===== config.mk =====
export PLATFORM = sky130hd
export DESIGN_NAME = mux_scan_ctrl_flat
export DESIGN_NICKNAME = d
export VERILOG_FILES = /design/src/rtl/mux_scan_if.sv /design/src/rtl/mux_scan_ctrl.sv /design/src/flat_wrapper.sv
export SDC_FILE = /design/constraint.sdc
export NUM_CORES = 1
export LEC_CHECK = 0
export CAP_MARGIN = 20
export CORE_MARGIN = 1
export CORE_UTILIZATION = 52
export CTS_CLUSTER_SIZE = 40
export DETAILED_ROUTE_END_ITERATION = 7
export MAX_ROUTING_LAYER = met4
export PLACE_DENSITY = 0.84
export SLEW_MARGIN = 20
export SYNTH_ARGS = -nofsm -noshare
export SYNTH_HDL_FRONTEND = slang
export SYNTH_SLANG_ARGS = --single-unit

===== constraint.sdc =====
create_clock -name clk -period 2.7 [get_ports clk]
set_input_delay 0.27 -clock clk [delete_from_list [all_inputs] [get_ports clk]]
set_output_delay 0.27 -clock clk [all_outputs]
set_load 0.02 [all_outputs]

===== src/rtl/mux_scan_if.sv =====
// Handshake bundle between the mux scan sequencer, its requester, the 8:1 mux
// and the downstream consumer of the packed result word.
interface mux_scan_if #(
   parameter int SEL_W = 3
);
   localparam int NCH = 2 ** SEL_W;

   logic             start;
   logic [NCH-1:0]   chan_mask;
   logic             mux_out;
   logic             ready;
   logic [SEL_W-1:0] sel;
   logic             busy;
   logic             valid;
   logic [NCH-1:0]   data;

   modport master (
      output start, chan_mask, mux_out, ready,
      input  sel, busy, valid, data
   );

   modport slave (
      input  start, chan_mask, mux_out, ready,
      output sel, busy, valid, data
   );
endinterface


===== src/rtl/mux_scan_ctrl.sv =====
// Walks the mux select across the latched channel mask, dwelling DWELL cycles
// per channel, and packs the sampled bits into one word behind valid/ready.
//
// state   | meaning
// S_IDLE  | waiting for start, sel parked at 0
// S_DWELL | holding sel, counting down to the sample edge
// S_DONE  | result word valid, held until valid && ready
module mux_scan_ctrl #(
   parameter int SEL_W = 3,
   parameter int DWELL = 2
) (
   input  logic      clk,
   input  logic      rst_n,
   mux_scan_if.slave bus_io
);
   localparam int NCH = 2 ** SEL_W;
   localparam logic [3:0] DWELL_LD = 4'(DWELL);

   typedef enum logic [1:0] {S_IDLE, S_DWELL, S_DONE} state_e;

   state_e           state_q, state_d;
   logic [SEL_W-1:0] sel_q, sel_d;
   logic [3:0]       cnt_q, cnt_d;
   logic [NCH-1:0]   mask_q, mask_d;
   logic [NCH-1:0]   shadow_q, shadow_d;
   logic [NCH-1:0]   data_q, data_d;

   logic [SEL_W-1:0] first_sel, next_sel;
   logic             has_first, has_next;

   // Descending loops leave the lowest qualifying index in the result.
   always_comb begin
      first_sel = '0;
      has_first = 1'b0;
      next_sel  = '0;
      has_next  = 1'b0;
      for (int i = NCH - 1; i >= 0; i--) begin
         if (bus_io.chan_mask[i]) begin
            first_sel = SEL_W'(i);
            has_first = 1'b1;
         end
         if (mask_q[i] && (i > int'(sel_q))) begin
            next_sel = SEL_W'(i);
            has_next = 1'b1;
         end
      end
   end

   always_ff @(posedge clk or negedge rst_n) begin
      if (!rst_n) begin
         state_q  <= S_IDLE;
         sel_q    <= '0;
         cnt_q    <= '0;
         mask_q   <= '0;
         shadow_q <= '0;
         data_q   <= '0;
      end else begin
         state_q  <= state_d;
         sel_q    <= sel_d;
         cnt_q    <= cnt_d;
         mask_q   <= mask_d;
         shadow_q <= shadow_d;
         data_q   <= data_d;
      end
   end

   always_comb begin
      state_d  = state_q;
      sel_d    = sel_q;
      cnt_d    = cnt_q;
      mask_d   = mask_q;
      shadow_d = shadow_q;
      data_d   = data_q;
      case (state_q)
         S_IDLE: begin
            if (bus_io.start) begin
               mask_d   = bus_io.chan_mask;
               shadow_d = '0;
               if (has_first) begin
                  sel_d   = first_sel;
                  cnt_d   = DWELL_LD;
                  state_d = S_DWELL;
               end else begin
                  data_d  = '0;
                  state_d = S_DONE;
               end
            end
         end
         S_DWELL: begin
            cnt_d = cnt_q - 4'd1;
            if (cnt_q == 4'd1) begin
               shadow_d[sel_q] = bus_io.mux_out;
               if (has_next) begin
                  sel_d = next_sel;
                  cnt_d = DWELL_LD;
               end else begin
                  data_d  = shadow_d;
                  state_d = S_DONE;
               end
            end
         end
         S_DONE: begin
            if (bus_io.ready) begin
               sel_d   = '0;
               state_d = S_IDLE;
            end
         end
         default: state_d = S_IDLE;
      endcase
   end

   always_comb begin
      bus_io.sel   = sel_q;
      bus_io.data  = data_q;
      bus_io.busy  = (state_q != S_IDLE);
      bus_io.valid = (state_q == S_DONE);
   end
endmodule

===== src/flat_wrapper.sv =====
// flat-port wrapper written by rule: the top's interface ports become plain ports
module mux_scan_ctrl_flat 
#(
   parameter int SEL_W = 3,
   parameter int DWELL = 2
)
  (clk, rst_n, bus_io_start, bus_io_chan_mask, bus_io_mux_out, bus_io_ready, bus_io_sel, bus_io_busy, bus_io_valid, bus_io_data);
  mux_scan_if #(.SEL_W(SEL_W)) bus_io_i ();
  input  logic clk;
  input  logic rst_n;
  input wire logic [$bits(bus_io_i.start)-1:0] bus_io_start;
  input wire logic [$bits(bus_io_i.chan_mask)-1:0] bus_io_chan_mask;
  input wire logic [$bits(bus_io_i.mux_out)-1:0] bus_io_mux_out;
  input wire logic [$bits(bus_io_i.ready)-1:0] bus_io_ready;
  output wire logic [$bits(bus_io_i.sel)-1:0] bus_io_sel;
  output wire logic [$bits(bus_io_i.busy)-1:0] bus_io_busy;
  output wire logic [$bits(bus_io_i.valid)-1:0] bus_io_valid;
  output wire logic [$bits(bus_io_i.data)-1:0] bus_io_data;
  assign bus_io_i.start = bus_io_start;
  assign bus_io_i.chan_mask = bus_io_chan_mask;
  assign bus_io_i.mux_out = bus_io_mux_out;
  assign bus_io_i.ready = bus_io_ready;
  assign bus_io_sel = bus_io_i.sel;
  assign bus_io_busy = bus_io_i.busy;
  assign bus_io_valid = bus_io_i.valid;
  assign bus_io_data = bus_io_i.data;
  mux_scan_ctrl #(.SEL_W(SEL_W), .DWELL(DWELL)) u_core (.clk(clk), .rst_n(rst_n), .bus_io(bus_io_i));
endmodule

==> impl_metrics.toml, run 1 <==
[placed_design]
place_hpwl_um = 2960
io_buffers = 25
gp_congestion = 0.932

[job]
cap_violations = 0

[sta]
max_slew_margin_pct = 62.1
worstMarginPinSlew_ns = 0.563
clock_skew_ns = 0.00757
finalSetupViolCount = 0
max_freq_mhz = 411
fin_setup_tns_ns = 0
rsz0062_at_grt = "no"
final.period_utilization_pct = 90.1
hold_viol_final = 0
fin_crit_ns = 2.43
finalMaxSlewViolations = 0

[routing]
wl_per_cell_um = 15.1
dr.pass1.iters = 4
drt.antenna.violating_nets = 0
via_count = 1550
routed_via_density = 5.78
drcViolationCount = 0
routed_wl_um = 4050
drtIter0Drc = 113

[pwr]
vdd.ir_drop.worst_mv = 0.655
p_leak_nw = 1.01
power_density_nw_per_um2 = 1050
total_power_mw = 2.45

[logic_synthesis]
synthArstFlopShare_pct = 100
syn_inst = 189
ys.flop_type = "dfrtp_1"
synth_area_um2 = 1900
synth_edf_count = 0
yosys-top-cells-count = "dfrtp_1, mux2_2, nor2_1"
ys_seq_elements = 32
synth_area_leaders = "dfrtp_1, mux2_2, ha_1"
synth_most_common_cell = "dfrtp_1"
seq_area_frac_synth_pct = 42.1
ys_types = 45
syn_area_per_cell_um2 = 10.1
synth_area_leader_cell = "dfrtp_1"
yosysTopAreaCellShare_pct = 42.1
synth_nets = 208
ys_warn_count = 0

[clock_tree]
path_clk_slew_ns = 0.10
cts_tree = "yes"
cts_made_buffers = 5
post_cts_resize_count = 0
clk_latency_ns = 0.35
htreeDepth = 2
cts_buffer_depth = 2
cts_root_buf = "clkbuf_4"
clkSinkCount = 32
postCtsSetupBuffers = 0
ctsHoldBuffers = 0

[die]
start_util_pct = 55.7
die_w_um = 62.5
die_area_um2 = 3900
fp.dieH_um = 62.5
ios = 26
num_rows = 21
core_um2 = 3420

[critical_path]
crit_arrival_ns = 2.67
worstSetupPathType = "flip-flop to flip-flop"
path_max_fanout = 8
cp-start-kind = "flip-flop"
end_kind = "flip-flop"
crit_required_ns = 2.93

[grt]
grt_pass1_vias = 1632
gr-total-overflow = 0
grtUsageTotal_pct = 24.8
grt_max_degree = 33
antenna_found_initial = 0
grt_pass1_wl_um = 7490

[run_status]
run_status = "finished clean"

[cells_and_area]
syn2layout_area_growth_pct = 22.4
n_antenna_cell = 0
nNetsFinal = 240
drive_above_1_share_pct = 21.2

[hold_path]
hp-class = "input pin to async pin"
[final cells by class]
| type | instances | area [um2] |
|---|---|---|
| inverter | 7 | 26.3 |
| fill | 282 | 1090 |
| clock inverter | 2 | 35.0 |
| tap | 46 | 57.6 |
| multi-input combinational | 142 | 1040 |
| timing repair buffer | 33 | 323 |
| sequential | 32 | 801 |
| clock buffer | 6 | 41.3 |
[power breakdown]
part           total, mW  switching, mW  internal (mW)
sequential         0.756          0.132          0.623
clock              0.363          0.169          0.194
combinational       1.33          0.693          0.641
[flip-flops by register name (all words and copies together), names as in the netlist]
register            count
u_core.bus_io.data      8
u_core.shadow_q         8
u_core.mask_q           7
u_core.cnt_q            4
u_core.bus_io.sel       3
u_core.state_q          2
[final timing paths]
path,startpoint,endpoint,slack [ns],cells past startpoint
setup / recovery,u_core.mask_q[5],u_core.bus_io.data[0],0.27,6
hold / removal,rst_n,u_core.state_q[0],0.31,2
setup reg to reg,u_core.mask_q[5],u_core.bus_io.data[0],0.27,6
hold reg to reg,u_core.shadow_q[0],u_core.shadow_q[0],0.51,1
max in group asynchronous,rst_n,u_core.shadow_q[0],2.10,2
min in group clk,u_core.shadow_q[0],u_core.shadow_q[0],0.51,1
[through the flow]
| stage | util, % | cells | instance area [um2] | hold WS (ns) | worst slack [ns] |
|---|---|---|---|---|---|
| detailed placement | 65.9 | 260 | 2250 | 0.495 | 0.0568 |
| global placement | 65.9 | 260 | 2250 | 0.489 | 0.105 |
| CTS | 68.2 | 268 | 2330 | 0.313 | 0.302 |
| floorplan | - | 189 | 1900 | -0.0256 | 0.501 |
| global route | 68.2 | 268 | 2330 | 0.340 | 0.0834 |
| finish | 68.2 | 268 | 2330 | 0.306 | 0.267 |
[metal layers]
layer	vias to the layer above	routed length (um)	global-route usage, %
met2	38	1960	40.6
met5	-	0	-
li1	748	-	-
met4	0	92	9.30
met1	751	1830	30.2
met3	13	173	5.11
[critical path: stages, from the launching register on]
cell	delay, ns
dfrtp_1	0.42
o21ba_2	0.23
nor4_1	0.52
nand3_1	0.33
a221oi_4	0.34
buf_12	0.17
mux2_2	0.33
[cell families after synthesis]
kind of cell             after synthesis  synth area share (%)
buffers and inverters                 15                  2.96
AO/OA/AOI/OAI                         43                  16.6
adder cells (fa/ha/maj)                6                  3.95
multiplexers                          30                  17.4
flip-flops                            32                  42.1
AND/OR/NAND/NOR                       63                  17.0
[placed cells by master (no fill, tap or decap), types with 3 or more instances in the layout]
cell type         n
inv_1             6
nor3_1            5
nor2b_1           7
nand3_1           6
clkdlybuf4s50_1  25
a31oi_1           3
a21oi_1           9
o21ai_0           9
clkbuf_4          5
mux2_2           24
nand2_1          14
dfrtp_1          32
nand2b_1          3
mux2i_1           6
buf_4             7
ha_1              6
nor2_1           15
Note: power is estimated with default switching activity, not from simulation.
==> run 2: changes to the inputs <==
Settings changed: SLEW_MARGIN 20 to 30.
==> results of run 2 <==
The final DEF is identical to that of run 1; final timing and power are the same.
==> run 3: changes to the inputs <==
Settings changed: HOLD_SLACK_MARGIN set to 0.12.
==> results of run 3 <==
The final DEF is identical to that of run 1; final timing and power are the same.
==> RTL change 1 (config.mk and constraints of run 2) <==
Make the reset (`rst_n`) synchronous in one clocked block.
--- a/src/rtl/mux_scan_ctrl.sv
+++ b/src/rtl/mux_scan_ctrl.sv
@@ -46,7 +46,7 @@
       end
    end
 
-   always_ff @(posedge clk or negedge rst_n) begin
+   always_ff @(posedge clk) begin
       if (!rst_n) begin
          state_q  <= S_IDLE;
          sel_q    <= '0;
Formal check against the unedited RTL: differs if rst_n is asserted again (counterexample within 4 cycles, from zero or initial values and one cycle with rst_n low); with rst_n held inactive, the same outputs for 10 cycles.
==> RTL change 1 against run 2 <==
- design area up 1.1%
- clock skew down 2.8 ps
- sequential cell count unchanged
- wire length up 21%
- cell count up 17%
- clock power up 5%
- utilization down 0.31 points
- setup slack better by 150 ps
- register-to-register slack better by 150 ps
- sequential share of layout area down 7.2 points
- synthesized area up 3.2%
- total power up 0.55%
- critical endpoint is now bus_io_busy
- largest cell class unchanged
==> RTL change 1: results (changes against run 2) <==
| Metric | Value |
|---|---|
| Register area | `641 sq um (-20%)` |
| Vias in the first global route | `1,780 (+9.1%)` |
| Met2 wire length | `2320 microns (+18%)` |
| Post-Syn Nets | `261 (+25%)` |
| Max-slew headroom | `58.8% (-3.3 points)` |
| Most common cell in the synthesized netlist | `dfxtp_1` |
| Async SR Flop Fraction | `0% (-100 points)` |
| Leakage | `0.850 nW (-16%)` |
| Synth area leaders | `dfxtp_1, mux2i_1, a21oi_1` |
| Met2 usage | `42.0% (+1.4 points)` |
| Top delay family on crit path | `buffers and inverters` |
| CP max stage delay | `580 ps (+60 ps)` |
| R2R Path End | `u_core.bus_io.data[0]` |
| Arrival time worst endpoint | `2020 ps (-650 ps)` |
| Filler instances | `309 (+9.6%)` |
| Multi-input gates | `188 (+32%)` |
| WL met1 | `2200 microns (+20%)` |
| Root Driver | `clkbuf_8` |
| Crit path max fanout | `15 (+7)` |
| Slowest CP cell | `clkdlybuf4s50_1` |
| R2R cell count | `8 (+2)` |
| Non-CTS buffers | `32 (-3.0%)` |
| Max Clock Skew | `4.74 ps (-2.84 ps)` |
| Synth top cells by count | `dfxtp_1, a21oi_1, nor2_1` |
| Global-route wire length before repair | `8090 microns (+8.0%)` |
| Reg clk slew, reported paths | `70 ps (-30 ps)` |
| Largest net degree at the start of global routing | `17 (-48%)` |
| Clkbuf count | `8 (+2)` |
| Post-synthesis sequential area ratio | `32.7% (-9.5 points)` |
| Tot GR Track Use | `26.4% (+1.5 points)` |
| Vias/cell | `6.18 (+6.9%)` |
| Outcome | `completed` |
| Worst skew pair latency | `290 ps (-60 ps)` |
| Clock network area share | `3.83% (+0.55 points)` |
| Final WL | `4920 microns (+21%)` |
| Inverters | `8 (+1)` |
| FF-to-FF Start | `u_core.state_q[0]` |
| Fraction of cell area in non-clock buffers | `12.9% (-1.0 points)` |
| Worst min path class | `register to register` |
| Layout cells sized above 1 | `7.84% (-13 points)` |
| Sequential cells | `32 (unchanged)` |
| Synth cell types | `53 (+18%)` |
## RTL change 1: cell types whose count changed in the layout (fill, tap and decap cells not counted), moves of 6 or more
cell      before  now
dfrtp_1       32    0
clkbuf_8       0    6
mux2_2        24    0
o21ai_1        0   12
mux2i_1        6   14
dfxtp_1        0   32
nand3_1        6   18
nor2_1        15   21
a21oi_1        9   24
## RTL change 1: worst max path at each step
stage	from	endpoint	slack [ps]	cells after the start
global placement	bus_io_chan_mask[4]	u_core.bus_io.data[7]	370	6
CTS	u_core.state_q[0]	bus_io_busy	430	4
detailed placement	bus_io_chan_mask[4]	u_core.bus_io.data[6]	290	6
global route	u_core.state_q[0]	u_core.bus_io.data[7]	250	8
finish	u_core.state_q[1]	bus_io_busy	410	4
floorplan	u_core.cnt_q[1]	u_core.bus_io.sel[1]	730	7
## RTL change 1: through the flow
| step | hold slack [ps] | instance area [sq um] | utilization, % | std cells |
|---|---|---|---|---|
| 6_report | 483 | 2350 | 67.9 | 314 |
| 5_1_grt | 511 | 2350 | 67.9 | 314 |
| 4_1_cts | 485 | 2350 | 67.9 | 314 |
| 3_5_place_dp | 471 | 2260 | 65.3 | 306 |
| 3_3_place_gp | 467 | 2260 | 65.3 | 306 |
| 2_1_floorplan | 412 | 1960 | - | 242 |
## RTL change 1: cell families (layout without fill, tap and decap cells)
kind of cell,Yosys count,in the layout,share of synthesized area (%)
DFF,32,32,32.7
muxes,15,15,7.72
adders and majority gates,6,6,3.83
AOI/OAI and AO/OA,73,73,25.4
and+or+nand+nor,94,94,25.9
buffers and inverters,22,48,4.53
## RTL change 1: power breakdown
group	total [mW]	switching, mW	internal [mW]	leakage [nW]
clock network	0.380	0.173	0.208	0.0455
registers	0.685	0.134	0.551	0.260
logic	1.40	0.824	0.577	0.544
==> RTL change 2 (flow settings as in run 2) <==
Without the edit above. `SEL_W` is set to 3 in 3 places; all go to 2.
--- a/src/rtl/mux_scan_if.sv
+++ b/src/rtl/mux_scan_if.sv
@@ -1,7 +1,7 @@
 // Handshake bundle between the mux scan sequencer, its requester, the 8:1 mux
 // and the downstream consumer of the packed result word.
 interface mux_scan_if #(
-   parameter int SEL_W = 3
+   parameter int SEL_W = 2
 );
    localparam int NCH = 2 ** SEL_W;
 
--- a/src/rtl/mux_scan_ctrl.sv
+++ b/src/rtl/mux_scan_ctrl.sv
@@ -6,7 +6,7 @@
 // S_DWELL | holding sel, counting down to the sample edge
 // S_DONE  | result word valid, held until valid && ready
 module mux_scan_ctrl #(
-   parameter int SEL_W = 3,
+   parameter int SEL_W = 2,
    parameter int DWELL = 2
 ) (
    input  logic      clk,
--- a/src/flat_wrapper.sv
+++ b/src/flat_wrapper.sv
@@ -1,7 +1,7 @@
 // flat-port wrapper written by rule: the top's interface ports become plain ports
 module mux_scan_ctrl_flat 
 #(
-   parameter int SEL_W = 3,
+   parameter int SEL_W = 2,
    parameter int DWELL = 2
 )
   (clk, rst_n, bus_io_start, bus_io_chan_mask, bus_io_mux_out, bus_io_ready, bus_io_sel, bus_io_busy, bus_io_valid, bus_io_data);
Ports: changed (resized bus_io_chan_mask, bus_io_data and bus_io_sel); port bits go from 26 to 17. No check against the original RTL was run, so the function may have changed too.
==> RTL change 2 against run 2 <==
- setup slack improved by 350 ps
- total power down 44%
- design area shrank 42%
- utilization fell by 1.0 points
- wire length down 45%
- sequential cell count shrank 13
- synthesized area down 39%
- cell count decreased by 42%
- sequential share of layout area rose by 0.63 points
- highest routed layer unchanged
==> RTL change 2: results (changes against run 2) <==
| Metric | Value |
|---|---|
| Post-synthesis sequential area ratio | `41.1% (-1.0 points)` |
| Cts bufs inserted | `3 (-2)` |
| Vias/cell | `5.78 (about the same)` |
| Post-Syn Instances | `110 (-42%)` |
| P_sw | `0.578 mW (-42%)` |
| Top FF cell, synth | `dfrtp_1` |
| Post-Syn Nets | `125 (-40%)` |
| Detailed router's first-iteration violation count | `14 (-88%)` |
| Leakage | `0.605 nW (-40%)` |
| # placed instances | `151 (-42%)` |
| Worst skew pair latency | `290 ps (-60 ps)` |
| Least-Margin Pin Slew | `554 ps (-8.72 ps)` |
| Tot GR Track Use | `21.7% (-3.1 points)` |
| PortBufs | `16 (-36%)` |
| Final cycle utilization of the critical path | `77.0% (-13 points)` |
| Initial DRT Pass Iterations | `4 (unchanged)` |
| Reg clk slew, reported paths | `110 ps` |
| Root Driver | `clkbuf_4` |
| Synth cell types | `34 (-24%)` |
| Syn. warnings | `0 (unchanged)` |
| Synth top cells by count | `dfrtp_1, mux2_2, inv_1` |
| Routability cong. | `0.895 (-4.0%)` |
| Post-synth EDFFs | `0 (unchanged)` |
| Longest Clk Path Bufs | `2 (unchanged)` |
| Vias in the first global route | `842 (-48%)` |
| Post-Place Setup Slack | `458 ps (+401 ps)` |
| HPWL Detailed | `1680 microns (-43%)` |
| Antenna diodes | `0 (unchanged)` |
| Layout cells sized above 1 | `23.3% (+2.1 points)` |
| Via count | `902 (-42%)` |
| DP Area | `1330 sq um (-41%)` |
| Max Clock Skew | `11.2 ps (+3.67 ps)` |
| Peak VDD IR | `0.720 mV (+10%)` |
| Outcome | `completed` |
| Largest net degree at the start of global routing | `20 (-39%)` |
| Initial antenna violation count | `0 (unchanged)` |
| Resized cells post-CTS | `0 (unchanged)` |
| Final WL | `2240 microns (-45%)` |
| Synth area leaders | `dfrtp_1, mux2_2, ha_1` |
| Global-route wire length before repair | `3920 microns (-48%)` |
| H-tree depth | `1 (-1)` |
| Worst min path class | `input port to async pin` |
| Crit path max fanout | `5 (-3)` |
| Filler instances | `164 (-42%)` |
| Async SR Flop Fraction | `100% (unchanged)` |
==> RTL change 2: final timing paths <==
kind                       slack [ps]                   from                     to  cells after the start
setup / recovery                  620        u_core.cnt_q[1]  u_core.bus_io.data[0]                      7
hold / removal                    430                  rst_n       u_core.mask_q[1]                      2
setup reg to reg                  620        u_core.cnt_q[1]  u_core.bus_io.data[0]                      7
hold reg to reg                   510  u_core.bus_io.data[0]  u_core.bus_io.data[0]                      1
max in group asynchronous        1960                  rst_n        u_core.cnt_q[0]                      2
min in group clk                  510  u_core.bus_io.data[0]  u_core.bus_io.data[0]                      1
==> RTL change 2: cell families after synthesis <==
group | Yosys count | share of synthesized area [%]
DFF | 19 | 41.1
muxes | 16 | 15.6
adders and majority gates | 6 | 6.49
and+or+nand+nor | 26 | 13.3
buffers and inverters | 13 | 5.73
AOI/OAI and AO/OA | 30 | 17.8
==> RTL change 2: final cells by class <==
| type | count | area [sq um] | share of cell area [%] |
|---|---|---|---|
| timing repair buffer | 17 | 165 | 12.2 |
| tap | 27 | 33.8 | 2.49 |
| inverter | 11 | 41.3 | 3.04 |
| multi-input combinational | 78 | 616 | 45.3 |
| clock buffer | 4 | 26.3 | 1.94 |
| sequential | 19 | 475 | 35.0 |
==> RTL change 2: power by group through the flow <==
stage          clock network (mW)  registers (mW)  logic [mW]
6_report                    0.142           0.489       0.741
5_1_grt                     0.161           0.504       0.819
4_1_cts                     0.152           0.487       0.741
3_5_place_dp                    0           0.494       0.737
3_3_place_gp                    0           0.484       0.712
2_1_floorplan                   0           0.481       0.550
==> RTL change 2: repair_timing <==
item	4_1_cts	5_1_grt
setup endpoints to repair	0	0
hold buffers	0	1
endpoints found under the hold margin	0	19
buffers inserted	0	0
==> RTL change 2: metal layers <==
layer	part of all wire (%)	global-route usage [%]	vias to the layer above
met5	0	-	-
met3	4.7	4.36	4
met2	48	33.8	35
met1	46	28.9	428
li1	-	-	435
met4	0.89	5.39	0
==> RTL change 2: worst max-delay path: stages, from the launching register on <==
cell	delay [ps]
dfrtp_1	410
inv_1	90
ha_1	140
nor3b_4	240
mux2_2	200
nand2_2	110
a211oi_2	390
mux2_2	380
